==> config.mk <==
export PLATFORM = sky130hd
export DESIGN_NAME = seg7_decode_monitor
export DESIGN_NICKNAME = d
export VERILOG_FILES = /design/src/rtl/seg7_pkg.sv /design/src/rtl/seg7_stability_filter.sv /design/src/rtl/seg7_decode_monitor.sv
export SDC_FILE = /design/constraint.sdc
export NUM_CORES = 1
export LEC_CHECK = 0
export ABC_CLOCK_PERIOD_IN_PS = 6600
export CAP_MARGIN = 10
export CORE_MARGIN = 10
export CORE_UTILIZATION = 40
export DETAILED_ROUTE_END_ITERATION = 10
export PLACE_DENSITY_LB_ADDON = 0.25
export SLEW_MARGIN = 20
export SYNTH_ARGS = -nofsm -noshare
export SYNTH_HDL_FRONTEND = slang
export SYNTH_HIERARCHICAL = 1
export SYNTH_SLANG_ARGS = --single-unit
==> constraint.sdc <==
create_clock -name clk -period 6.6 [get_ports clk]
set_input_delay 0.66 -clock clk [delete_from_list [all_inputs] [get_ports clk]]
set_output_delay 0.66 -clock clk [all_outputs]
set_load 0.05 [all_outputs]
==> src/rtl/seg7_pkg.sv <==
// Shared 7-segment definitions: segment patterns, monitor state encoding and the pattern decoder.
package seg7_pkg;

  localparam int unsigned SEG_W = 7;
  localparam int unsigned BCD_W = 4;

  // Segment order is {a,b,c,d,e,f,g}, active-high
  localparam logic [SEG_W-1:0] SEG_0     = 7'h7E;
  localparam logic [SEG_W-1:0] SEG_1     = 7'h30;
  localparam logic [SEG_W-1:0] SEG_2     = 7'h6D;
  localparam logic [SEG_W-1:0] SEG_3     = 7'h79;
  localparam logic [SEG_W-1:0] SEG_4     = 7'h33;
  localparam logic [SEG_W-1:0] SEG_5     = 7'h5B;
  localparam logic [SEG_W-1:0] SEG_6     = 7'h5F;
  localparam logic [SEG_W-1:0] SEG_7     = 7'h70;
  localparam logic [SEG_W-1:0] SEG_8     = 7'h7F;
  localparam logic [SEG_W-1:0] SEG_9     = 7'h7B;
  localparam logic [SEG_W-1:0] SEG_BLANK = 7'h00;

  typedef enum logic [1:0] {
    ST_IDLE   = 2'd0,
    ST_LOCKED = 2'd1,
    ST_BAD    = 2'd2
  } mon_state_t;

  typedef struct packed {
    logic             valid;
    logic             blank;
    logic [BCD_W-1:0] digit;
  } seg7_dec_t;

  // Map a segment pattern to {valid, blank, digit}; unknown patterns give all zeros
  function automatic seg7_dec_t seg7_to_bcd(input logic [SEG_W-1:0] pattern);
    seg7_dec_t r;
    r = '0;
    case (pattern)
      SEG_0:     begin r.valid = 1'b1; r.digit = 4'd0; end
      SEG_1:     begin r.valid = 1'b1; r.digit = 4'd1; end
      SEG_2:     begin r.valid = 1'b1; r.digit = 4'd2; end
      SEG_3:     begin r.valid = 1'b1; r.digit = 4'd3; end
      SEG_4:     begin r.valid = 1'b1; r.digit = 4'd4; end
      SEG_5:     begin r.valid = 1'b1; r.digit = 4'd5; end
      SEG_6:     begin r.valid = 1'b1; r.digit = 4'd6; end
      SEG_7:     begin r.valid = 1'b1; r.digit = 4'd7; end
      SEG_8:     begin r.valid = 1'b1; r.digit = 4'd8; end
      SEG_9:     begin r.valid = 1'b1; r.digit = 4'd9; end
      SEG_BLANK: r.blank = 1'b1;
      default:   r = '0;
    endcase
    return r;
  endfunction

endpackage

==> src/rtl/seg7_stability_filter.sv <==
// One-stage input sync plus a run-length filter; flags the edge on which a pattern becomes settled.
module seg7_stability_filter
  import seg7_pkg::*;
#(
  parameter int unsigned STABLE_CYCLES = 4
) (
  input  logic             clk,
  input  logic             rst,
  input  logic [SEG_W-1:0] seg_in,
  output logic             accept_c,
  output logic [SEG_W-1:0] pattern
);

  localparam int unsigned CNT_W = $clog2(STABLE_CYCLES + 1);

  logic [SEG_W-1:0] seg_sync;
  logic [CNT_W-1:0] cnt;

  // Sync stage, candidate capture and saturating run counter
  always_ff @(posedge clk) begin
    if (rst) begin
      seg_sync <= '0;
      pattern  <= '0;
      cnt      <= '0;
    end else begin
      seg_sync <= seg_in;
      if (seg_sync != pattern) begin
        pattern <= seg_sync;
        cnt     <= CNT_W'(1);
      end else if (cnt != CNT_W'(STABLE_CYCLES)) begin
        cnt <= cnt + CNT_W'(1);
      end
    end
  end

  // High during the cycle whose closing edge takes cnt to STABLE_CYCLES
  assign accept_c = (seg_sync == pattern) && (cnt == CNT_W'(STABLE_CYCLES - 1));

endmodule

==> src/rtl/seg7_decode_monitor.sv <==
// Decodes settled 7-segment patterns to BCD and checks the 0..9 wrap-around digit sequence.
module seg7_decode_monitor
  import seg7_pkg::*;
#(
  parameter int unsigned STABLE_CYCLES = 4,
  parameter int unsigned ERR_W         = 8,
  parameter int unsigned CHECK_SEQ     = 1
) (
  input  logic             clk,
  input  logic             rst,
  input  logic [6:0]       seg_in,
  output logic [3:0]       digit_out,
  output logic             digit_valid,
  output logic             blank,
  output logic             new_digit,
  output logic             invalid,
  output logic             seq_err,
  output logic [ERR_W-1:0] err_count
);

  localparam logic [ERR_W-1:0] ERR_MAX = {ERR_W{1'b1}};

  logic             accept_c;
  logic [SEG_W-1:0] filt_pat;
  logic [SEG_W-1:0] acc_pat;
  logic             acc_vld;
  mon_state_t       state;
  seg7_dec_t        dec_c;
  logic [3:0]       expect_c;
  logic             event_c;

  seg7_stability_filter #(
    .STABLE_CYCLES(STABLE_CYCLES)
  ) u_filter (
    .clk     (clk),
    .rst     (rst),
    .seg_in  (seg_in),
    .accept_c(accept_c),
    .pattern (filt_pat)
  );

  // Decode of the candidate pattern, expected successor digit, and new-event qualifier
  always_comb begin
    dec_c    = seg7_to_bcd(filt_pat);
    expect_c = (digit_out == 4'd9) ? 4'd0 : (digit_out + 4'd1);
    event_c  = accept_c && !(acc_vld && (filt_pat == acc_pat));
  end

  // Monitor FSM with registered flags, pulses and saturating error counter
  always_ff @(posedge clk) begin
    if (rst) begin
      state       <= ST_IDLE;
      acc_pat     <= '0;
      acc_vld     <= 1'b0;
      digit_out   <= '0;
      digit_valid <= 1'b0;
      blank       <= 1'b0;
      new_digit   <= 1'b0;
      invalid     <= 1'b0;
      seq_err     <= 1'b0;
      err_count   <= '0;
    end else begin
      new_digit <= 1'b0;
      invalid   <= 1'b0;
      seq_err   <= 1'b0;
      if (event_c) begin
        acc_pat <= filt_pat;
        acc_vld <= 1'b1;
        if (dec_c.valid) begin
          digit_out   <= dec_c.digit;
          digit_valid <= 1'b1;
          blank       <= 1'b0;
          new_digit   <= 1'b1;
          state       <= ST_LOCKED;
          // Only a locked reference is checked; IDLE/BAD resynchronise silently
          if ((state == ST_LOCKED) && (CHECK_SEQ != 0) && (dec_c.digit != expect_c)) begin
            seq_err <= 1'b1;
            if (err_count != ERR_MAX) err_count <= err_count + ERR_W'(1);
          end
        end else if (dec_c.blank) begin
          blank       <= 1'b1;
          digit_valid <= 1'b0;
          state       <= ST_BAD;
        end else begin
          invalid     <= 1'b1;
          digit_valid <= 1'b0;
          blank       <= 1'b0;
          state       <= ST_BAD;
          if (err_count != ERR_MAX) err_count <= err_count + ERR_W'(1);
        end
      end
    end
  end

endmodule

==> metrics <==
result of the run completed; non-filler cells, final 320; Sw Ratio 0.235; fraction of power consumed by the clock network 0.351; share of the cycle needed by the critical path after routing 0.430; die outline height a little over 90 um; Placeable Area 5140 sq um; CTS buffer count 5; layout-stage area growth over the synthesis result 15.3%; DP Area between 2000 and 2500 sq um; count of inserted antenna diode cells 0; flip-flop and latch count after synthesis 43; io pins 26; total detailed-routing wirelength 4.08 mm; mean number of vias per cell 5.14; width of the die 93.2 um; combinational fraction of design power 0.059; unrepaired setup endpoints after global routing false; required time of the critical path 6.82 ns; Avg Inst Size Synth roughly 9.4 sq um; Layout Nets between 200 and 300; final number of hold-violating endpoints 0; DRC Markers 0; type of element launching the critical path flip-flop; count of flip-flops with a built-in enable after synthesis 0; TritonCTS clock tree done; Slew Limit Headroom 0.566; vias in the first global route between 1500 and 2000; via count 1646; total negative slack for setup checks 0 ns; Arrival @ worst endpoint around 3.1 ns; area of the mapped netlist 2140 sq um; routability congestion estimate 0.762; quantity of gates resized following cts 0; Worst Path Class, Setup reg2reg; total setup buffers inserted after CTS 0; number of H-tree levels 2; number of violations reported at the end of detailed-routing iteration 0 between 60 and 70; upper clock frequency limit 0.353 GHz; post-route cell area 2470 sq um; Worst-Margin Slew 0.652 ns; global-route usage over all layers 0.0997; worst slack after detailed placement 3.76 ns; initial standard-cell utilization of the core 0.417; portion of the post-synthesis area used by sequential elements 0.401; Synth cell types 49; routed wirelength normalized by instance count 12.7 um; Tightest Hold Check Type reg2reg; number of buffer cells added on primary ports 25; clock net sink count 43; pin count of the biggest net entering global routing 33; P_sw 0.108 mW; fin worst setup slack 3.76 ns; max capacitance violation total 0; Critical Path Fanout Max 14; register share of total power 0.590; die footprint a little under 9000 sq um; Post-CTS Hold Buffers 0; count of endpoints failing setup in the final report 0; share of layout cells above drive strength 1 0.0880; Period minus WS final 2.84 ns; Worst-path clk slew 0.08 ns; number of warnings printed during yosys synthesis 6; Peak supply drop 0.116 mV; syn nets 241; master cell of the clock root buffer clkbuf_8; total design power about 0.46 mW; design internal power 0.352 mW; P_leak approximately 0.85 nW; buffer levels on the longest clock path 2; power density over cell area 186 nW/um^2; Mapped Cells 228; number of placement rows 26; Detail Route Antenna Nets 0; total global routing overflow 0; HPWL Detailed 3.01 mm; first drt pass iteration count 4; max-slew violation count 0; kind of capture point of the worst setup path flip-flop; antenna violations before repair 0; wire length of the first global-routing pass 7.19 mm; maximum clock skew at final layout around 0.0067 ns; smallest hold slack 0.479 ns; Clk Latency, worst-skew pair 0.29 ns; utilization of the core after routing 0.481; ys flop type dfxtp_1; # placed instances roughly 310; asr flop ratio synth 0
==> synth_stat cells, types with 2 or more instances <==
| library cell | count | share of area |
|---|---|---|
| a21oi_2 | 2 | 0.0082 |
| nor3_1 | 5 | 0.012 |
| dfxtp_1 | 43 | 0.40 |
| nor2b_1 | 16 | 0.047 |
| nor4_1 | 3 | 0.0088 |
| nand3b_1 | 2 | 0.0070 |
| or3_1 | 6 | 0.018 |
| a21oi_1 | 6 | 0.014 |
| xor2_1 | 5 | 0.020 |
| clkbuf_1 | 3 | 0.0053 |
| ha_1 | 4 | 0.023 |
| xnor2_1 | 16 | 0.065 |
| buf_4 | 2 | 0.0070 |
| mux2i_1 | 13 | 0.061 |
| buf_6 | 7 | 0.037 |
| nand4_1 | 5 | 0.015 |
| o21ai_0 | 8 | 0.019 |
| and3_1 | 3 | 0.0088 |
| nand3_1 | 12 | 0.028 |
| nor2_1 | 25 | 0.044 |
| nand2_1 | 7 | 0.012 |
| inv_1 | 8 | 0.014 |
==> logic make-up after synthesis <==
group                    synth area share
AND/OR/NAND/NOR                     0.245
XOR/XNOR                           0.0858
buffers and inverters              0.0648
multiplexers                       0.0607
adder cells (fa/ha/maj)            0.0233
flip-flops                          0.401
AO/OA/AOI/OAI                       0.119
==> power by group through the flow <==
stage	sequential, mW	clock, mW	combinational, mW
4_1_cts	0.272	0.169	0.0276
3_5_place_dp	0.278	0	0.0274
3_3_place_gp	0.278	0	0.0271
6_report	0.272	0.162	0.0272
2_1_floorplan	0.273	0	0.0253
5_1_grt	0.273	0.177	0.0305
==> cell usage in the layout, fill, tap and decap left out, types with 7 or more instances in the layout <==
cell | synthesis | final
dfxtp_1 | 43 | 43
clkdlybuf4s50_1 | 0 | 25
nand3_1 | 12 | 12
nor2_1 | 25 | 25
nand2_1 | 7 | 7
xnor2_1 | 16 | 16
o21ai_0 | 8 | 8
inv_1 | 8 | 8
nor2b_1 | 16 | 16
mux2i_1 | 13 | 13
==> routing by layer <==
metal / part of all wire / global-route usage / vias up
li1: - / - / 834
met1: 0.47 / 0.118 / 770
met2: 0.46 / 0.161 / 36
met3: 0.059 / 0.0352 / 6
met4: 0.015 / 0.0386 / 0
met5: 0 / 0 / -
==> sequential cells by signal (all words and copies together) (netlist names) <==
register,flops
new_digit,1
blank,1
digit_out,4
acc_vld,1
invalid,1
u_filter/cnt,3
err_count,8
seq_err,1
u_filter/pattern,7
state,2
u_filter/seg_sync,7
acc_pat,7
==> final timing paths <==
check                                     startpoint                  end  slack [ns]  cells past startpoint
worst max-delay path             u_filter/pattern[1]         err_count[6]        3.76                     10
worst max register to register   u_filter/pattern[1]         err_count[6]        3.76                     10
worst min-delay path            u_filter/seg_sync[4]  u_filter/pattern[4]        0.48                      1
worst min register to register  u_filter/seg_sync[4]  u_filter/pattern[4]        0.48                      1
==> cell type report <==
cell class,count,area (sq um)
multi-input combinational,164,1140
sequential,43,861
inverter,8,30.0
fill,528,2670
clock buffer,6,72.6
clock inverter,2,12.5
tap,70,87.6
timing repair buffer,27,265
==> worst max-delay path, cell delays in order, from the launching register on <==
cell and delay (ns):
dfxtp_1 0.63, xnor2_1 0.17, nand3_1 0.17, nor3_1 0.22, buf_4 0.20, o21ai_2 0.15, a311o_1 0.35, a21oi_2 0.24
nand2_2 0.13, or3_1 0.36, a21oi_1 0.14
No activity file was read; power rests on OpenSTA's default activity.
==> RTL change 1: new RTL, same settings <==
`ERR_W`: 8 -> 6.
--- a/src/rtl/seg7_decode_monitor.sv
+++ b/src/rtl/seg7_decode_monitor.sv
@@ -4,5 +4,5 @@
 #(
   parameter int unsigned STABLE_CYCLES = 4,
-  parameter int unsigned ERR_W         = 8,
+  parameter int unsigned ERR_W         = 6,
   parameter int unsigned CHECK_SEQ     = 1
 ) (
Ports: changed (resized err_count); port bits go from 26 to 24. The function was not compared with the original's and may differ.
==> RTL change 1 against the original RTL <==
  * Largest cell class unchanged
  * Highest routed layer unchanged
  * Largest power group unchanged
  * Total power shrank 3.5%
  * Non-clock buffer count decreased by 2
  * Critical endpoint is now err_count[4]
  * Area after synthesis decreased by 5.1%
  * Wire length shrank 0.64%
  * Setup slack worse by 0.058 ns
  * Clock power down 2%
  * Die area down 4.0%
  * Sequential cell count shrank 2
  * Design area down 4.7%
==> RTL change 1: results (changes against the original RTL) <==
Setup path
  • Top Family by Delay on Critical Path: compound AO/OA/AOI/OAI gates (was simple AND/OR/NAND/NOR gates)
  • Start of the worst register-to-register path: u_filter/pattern[5] (was u_filter/pattern[1])
  • Critical path capture point: err_count[4] (was err_count[6])
  • CP arrival: 3.12 ns (was 3.06 ns)
  • Setup slack, reg-to-reg: 3.71 ns (was 3.76 ns)

Logic synthesis
  • Synth Area in Adders: 2.46% (was 2.33%)
  • Post-synthesis compound-gate area fraction: 14.3% (was 11.9%)
  • Proportion of synthesized area in mux cells: 5.90% (was 6.07%)
  • Post-Syn Area per Cell: 9.25 um^2 (was 9.41 um^2)
  • Post-synth net total: 233 (was 241)
  • Count of different cell masters after synthesis: 52 (was 49)
  • Register area share after synthesis: 40.3% (was 40.1%)
  • Most instantiated cells after synthesis: sky130_fd_sc_hd__dfxtp_1, sky130_fd_sc_hd__nor2_1, sky130_fd_sc_hd__nor2b_1, sky130_fd_sc_hd__xnor2_1, sky130_fd_sc_hd__mux2i_1 (unchanged)

Detailed routing
  • Wire length the detailed router placed on met1: 1860 um (was 1910 um)
  • Wire length reported by the detailed router: 4050 um (was 4080 um)
  • First DRT Iteration DRCs: 69 (was 61)
  • Total length of routed met2 wires: 1910 um (was 1870 um)

Final layout
  • Layout cells sized above 1: 7.14% (was 8.80%)
  • NumNets Final: 250 (was 262)
  • Final std cells w/o fill: 305 (was 320)

Power and ir drop
  • Standby leakage power: 0.784 nW (was 0.849 nW)
  • Sw Ratio: 23.4% (was 23.5%)
  • Clock power share: 35.5% (was 35.1%)
  • Sequential share of power: 58.4% (was 59.0%)
  • Seq group: 0.000259 W (was 0.000272 W)

Global routing
  • Wire length of the first global-routing pass: 7000 um (was 7190 um)
  • Global Route Usage Sum: 9.97% (about the same)
  • Global Route met1 Usage: 12.0% (was 11.8%)
  • Fraction of met3 tracks used by global routing: 3.79% (was 3.52%)
  • Via count of the first global-routing pass: 1508 (was 1540)

Timing
  • Final worst clock skew: 0.00632 ns (was 0.00669 ns)
  • Hold Worst Slack: 0.483 ns (was 0.479 ns)

Run status
  • Status: finished clean (unchanged)

Placed design
  • Port Buf Inserts: 23 (was 25)
  • Post-DP HPWL: 2890 um (was 3010 um)

Min path
  • Min-delay src: u_filter/seg_sync[2] (was u_filter/seg_sync[4])
RTL change 1: cell types whose count changed after synthesis, moves of 4 or more:
| cell | before | now |
|---|---|---|
| sky130_fd_sc_hd__nand2b_1 | 0 | 4 |
| sky130_fd_sc_hd__nor2_1 | 25 | 18 |
| sky130_fd_sc_hd__or4_1 | 0 | 5 |
| sky130_fd_sc_hd__nand3_1 | 12 | 7 |
| sky130_fd_sc_hd__xor2_1 | 5 | 1 |
| sky130_fd_sc_hd__o31ai_1 | 0 | 4 |
| sky130_fd_sc_hd__clkbuf_1 | 3 | 7 |
| sky130_fd_sc_hd__a21oi_1 | 6 | 10 |
| sky130_fd_sc_hd__buf_6 | 7 | 3 |
| sky130_fd_sc_hd__buf_2 | 0 | 4 |
RTL change 1: worst min-delay path by stage:
stage	to	cells past startpoint
2_1_floorplan	acc_vld	2
3_3_place_gp	acc_vld	2
3_5_place_dp	acc_vld	2
4_1_cts	u_filter/pattern[2]	1
5_1_grt	u_filter/pattern[2]	1
6_report	u_filter/pattern[2]	1
RTL change 1: kinds of logic after synthesis:
family	after synthesis
adder cells (fa/ha/maj)	4
XOR/XNOR	17
flip-flops	41
AND/OR/NAND/NOR	82
buffers and inverters	24
multiplexers	12
AO/OA/AOI/OAI	40
RTL change 1: per-stage QoR:
step / cell area [um^2] / setup WS (ns)
final: 2360 / 3.71
after global routing: 2360 / 3.43
after CTS: 2360 / 3.71
after detailed placement: 2280 / 3.74
after global placement: 2280 / 3.78
after floorplan: 2030 / 3.80
RTL change 1: final cells by class:
type	instances	area (um^2)
clock inverter	2	10.0
inverter	9	33.8
multi-input combinational	155	1090
tap	67	83.8
sequential	41	821
timing repair buffer	25	245
clock buffer	6	72.6
fill	488	2460
==> RTL change 2: new RTL, config.mk and constraints unchanged <==
Without the edit above. Put one more register stage on the output `err_count`, cleared by the reset. The value now appears one clock later. The other outputs are not delayed to match.
--- a/src/rtl/seg7_decode_monitor.sv
+++ b/src/rtl/seg7_decode_monitor.sv
@@ -20,4 +20,6 @@
 
   localparam logic [ERR_W-1:0] ERR_MAX = {ERR_W{1'b1}};
+
+  logic [ERR_W-1:0] err_count_s0;
 
   logic             accept_c;
@@ -59,5 +61,5 @@
       invalid     <= 1'b0;
       seq_err     <= 1'b0;
-      err_count   <= '0;
+      err_count_s0 <= '0;
     end else begin
       new_digit <= 1'b0;
@@ -76,5 +78,5 @@
           if ((state == ST_LOCKED) && (CHECK_SEQ != 0) && (dec_c.digit != expect_c)) begin
             seq_err <= 1'b1;
-            if (err_count != ERR_MAX) err_count <= err_count + ERR_W'(1);
+            if (err_count_s0 != ERR_MAX) err_count_s0 <= err_count_s0 + ERR_W'(1);
           end
         end else if (dec_c.blank) begin
@@ -87,5 +89,5 @@
           blank       <= 1'b0;
           state       <= ST_BAD;
-          if (err_count != ERR_MAX) err_count <= err_count + ERR_W'(1);
+          if (err_count_s0 != ERR_MAX) err_count_s0 <= err_count_s0 + ERR_W'(1);
         end
       end
@@ -93,4 +95,12 @@
   end
 
+  always_ff @(posedge clk) begin
+    if (rst) begin
+      err_count <= '0;
+    end else begin
+      err_count <= err_count_s0;
+    end
+  end
+
 endmodule
 
Behaviour: not the same (a bounded check fails within 10 cycles, from zero or initial values and one cycle with rst high).
==> RTL change 2 against the original RTL <==
  * Die area is 9.2% higher
  * Design area is 11% higher
  * Clock skew is 0.0010 ns higher
  * Wire length is 12% higher
  * Cell count is 9.1% higher
  * Setup slack worse by 0.0071 ns
  * Area after synthesis is 12% higher
  * Total power is 16% higher
  * Count of clock-buffer cells in the layout is 1 lower
  * Sequential cell count is 8 higher
  * Highest routed layer unchanged
==> RTL change 2: results (changes against the original RTL) <==
Run status
  • Status: finished clean (unchanged)

Power and ir drop
  • Worst IR Drop VDD: 0.000124 V (was 0.000116 V)
  • Standby leakage power: 0.962 nW (was 0.849 nW)
  • Total power density per cell area: 195 nW/um^2 (was 186 nW/um^2)
  • Seq group: 0.000320 W (was 0.000272 W)

Global routing
  • Global Route Usage Sum: 9.83% (was 9.97%)
  • Global Route met1 Usage: 12.0% (was 11.8%)
  • Wire length of the first global-routing pass: 7980 um (was 7190 um)
  • Largest net degree at the start of global routing: 52 (was 33)
  • Met2 Resource Use GR: 16.0% (was 16.1%)

Timing
  • Slew at the pin closest to its max-slew limit: 0.885 ns (was 0.652 ns)
  • Final worst clock skew: 0.00774 ns (was 0.00669 ns)

Final layout
  • NumNets Final: 286 (was 262)

Logic synthesis
  • Post-synthesis compound-gate area fraction: 11.4% (was 11.9%)
  • Post-Syn Area per Cell: 9.44 um^2 (was 9.41 um^2)
  • Post-synth net total: 267 (was 241)
  • Proportion of synthesized area in mux cells: 6.99% (was 6.07%)
  • Count of different cell masters after synthesis: 53 (was 49)
  • Synth Area in Adders: 2.09% (was 2.33%)

Detailed routing
  • Total length of routed met2 wires: 2070 um (was 1870 um)
  • Routed met3 length: 160 um (was 242 um)
  • Wire length the detailed router placed on met1: 2310 um (was 1910 um)
  • Vias per cell: 5.08 (was 5.14)

Placed design
  • Post-Place Setup Slack: 3.77 ns (was 3.76 ns)
  • Post-DP HPWL: 3270 um (was 3010 um)

Setup path
  • CP arrival: 3.04 ns (was 3.06 ns)
## RTL change 2: layout make-up
| class | instances | area, um^2 | share of cell area, % |
|---|---|---|---|
| clock buffers | 5 | 68.8 | 2.50 |
| clock inverters | 3 | 23.8 | 0.865 |
| inverters | 7 | 26.3 | 0.956 |
| multi-input cells | 182 | 1260 | 45.9 |
| flip-flops and latches | 51 | 1020 | 37.1 |
| well taps | 75 | 93.8 | 3.41 |
| repair buffers | 26 | 253 | 9.19 |
## RTL change 2: worst paths after layout
check / start / end / slack, ns / cells past startpoint
min reg2reg: state[1] / state[1] / 0.48 / 2
max: u_filter/pattern[3] / err_count_s0[5] / 3.76 / 8
min: state[1] / state[1] / 0.48 / 2
max reg2reg: u_filter/pattern[3] / err_count_s0[5] / 3.76 / 8
## RTL change 2: worst min-delay path: cells and delay by family (launching register included)
kind | cells | cell delay, ns
AND/OR/NAND/NOR | 1 | 0.06
flip-flops | 1 | 0.32
AO/OA/AOI/OAI | 1 | 0.06
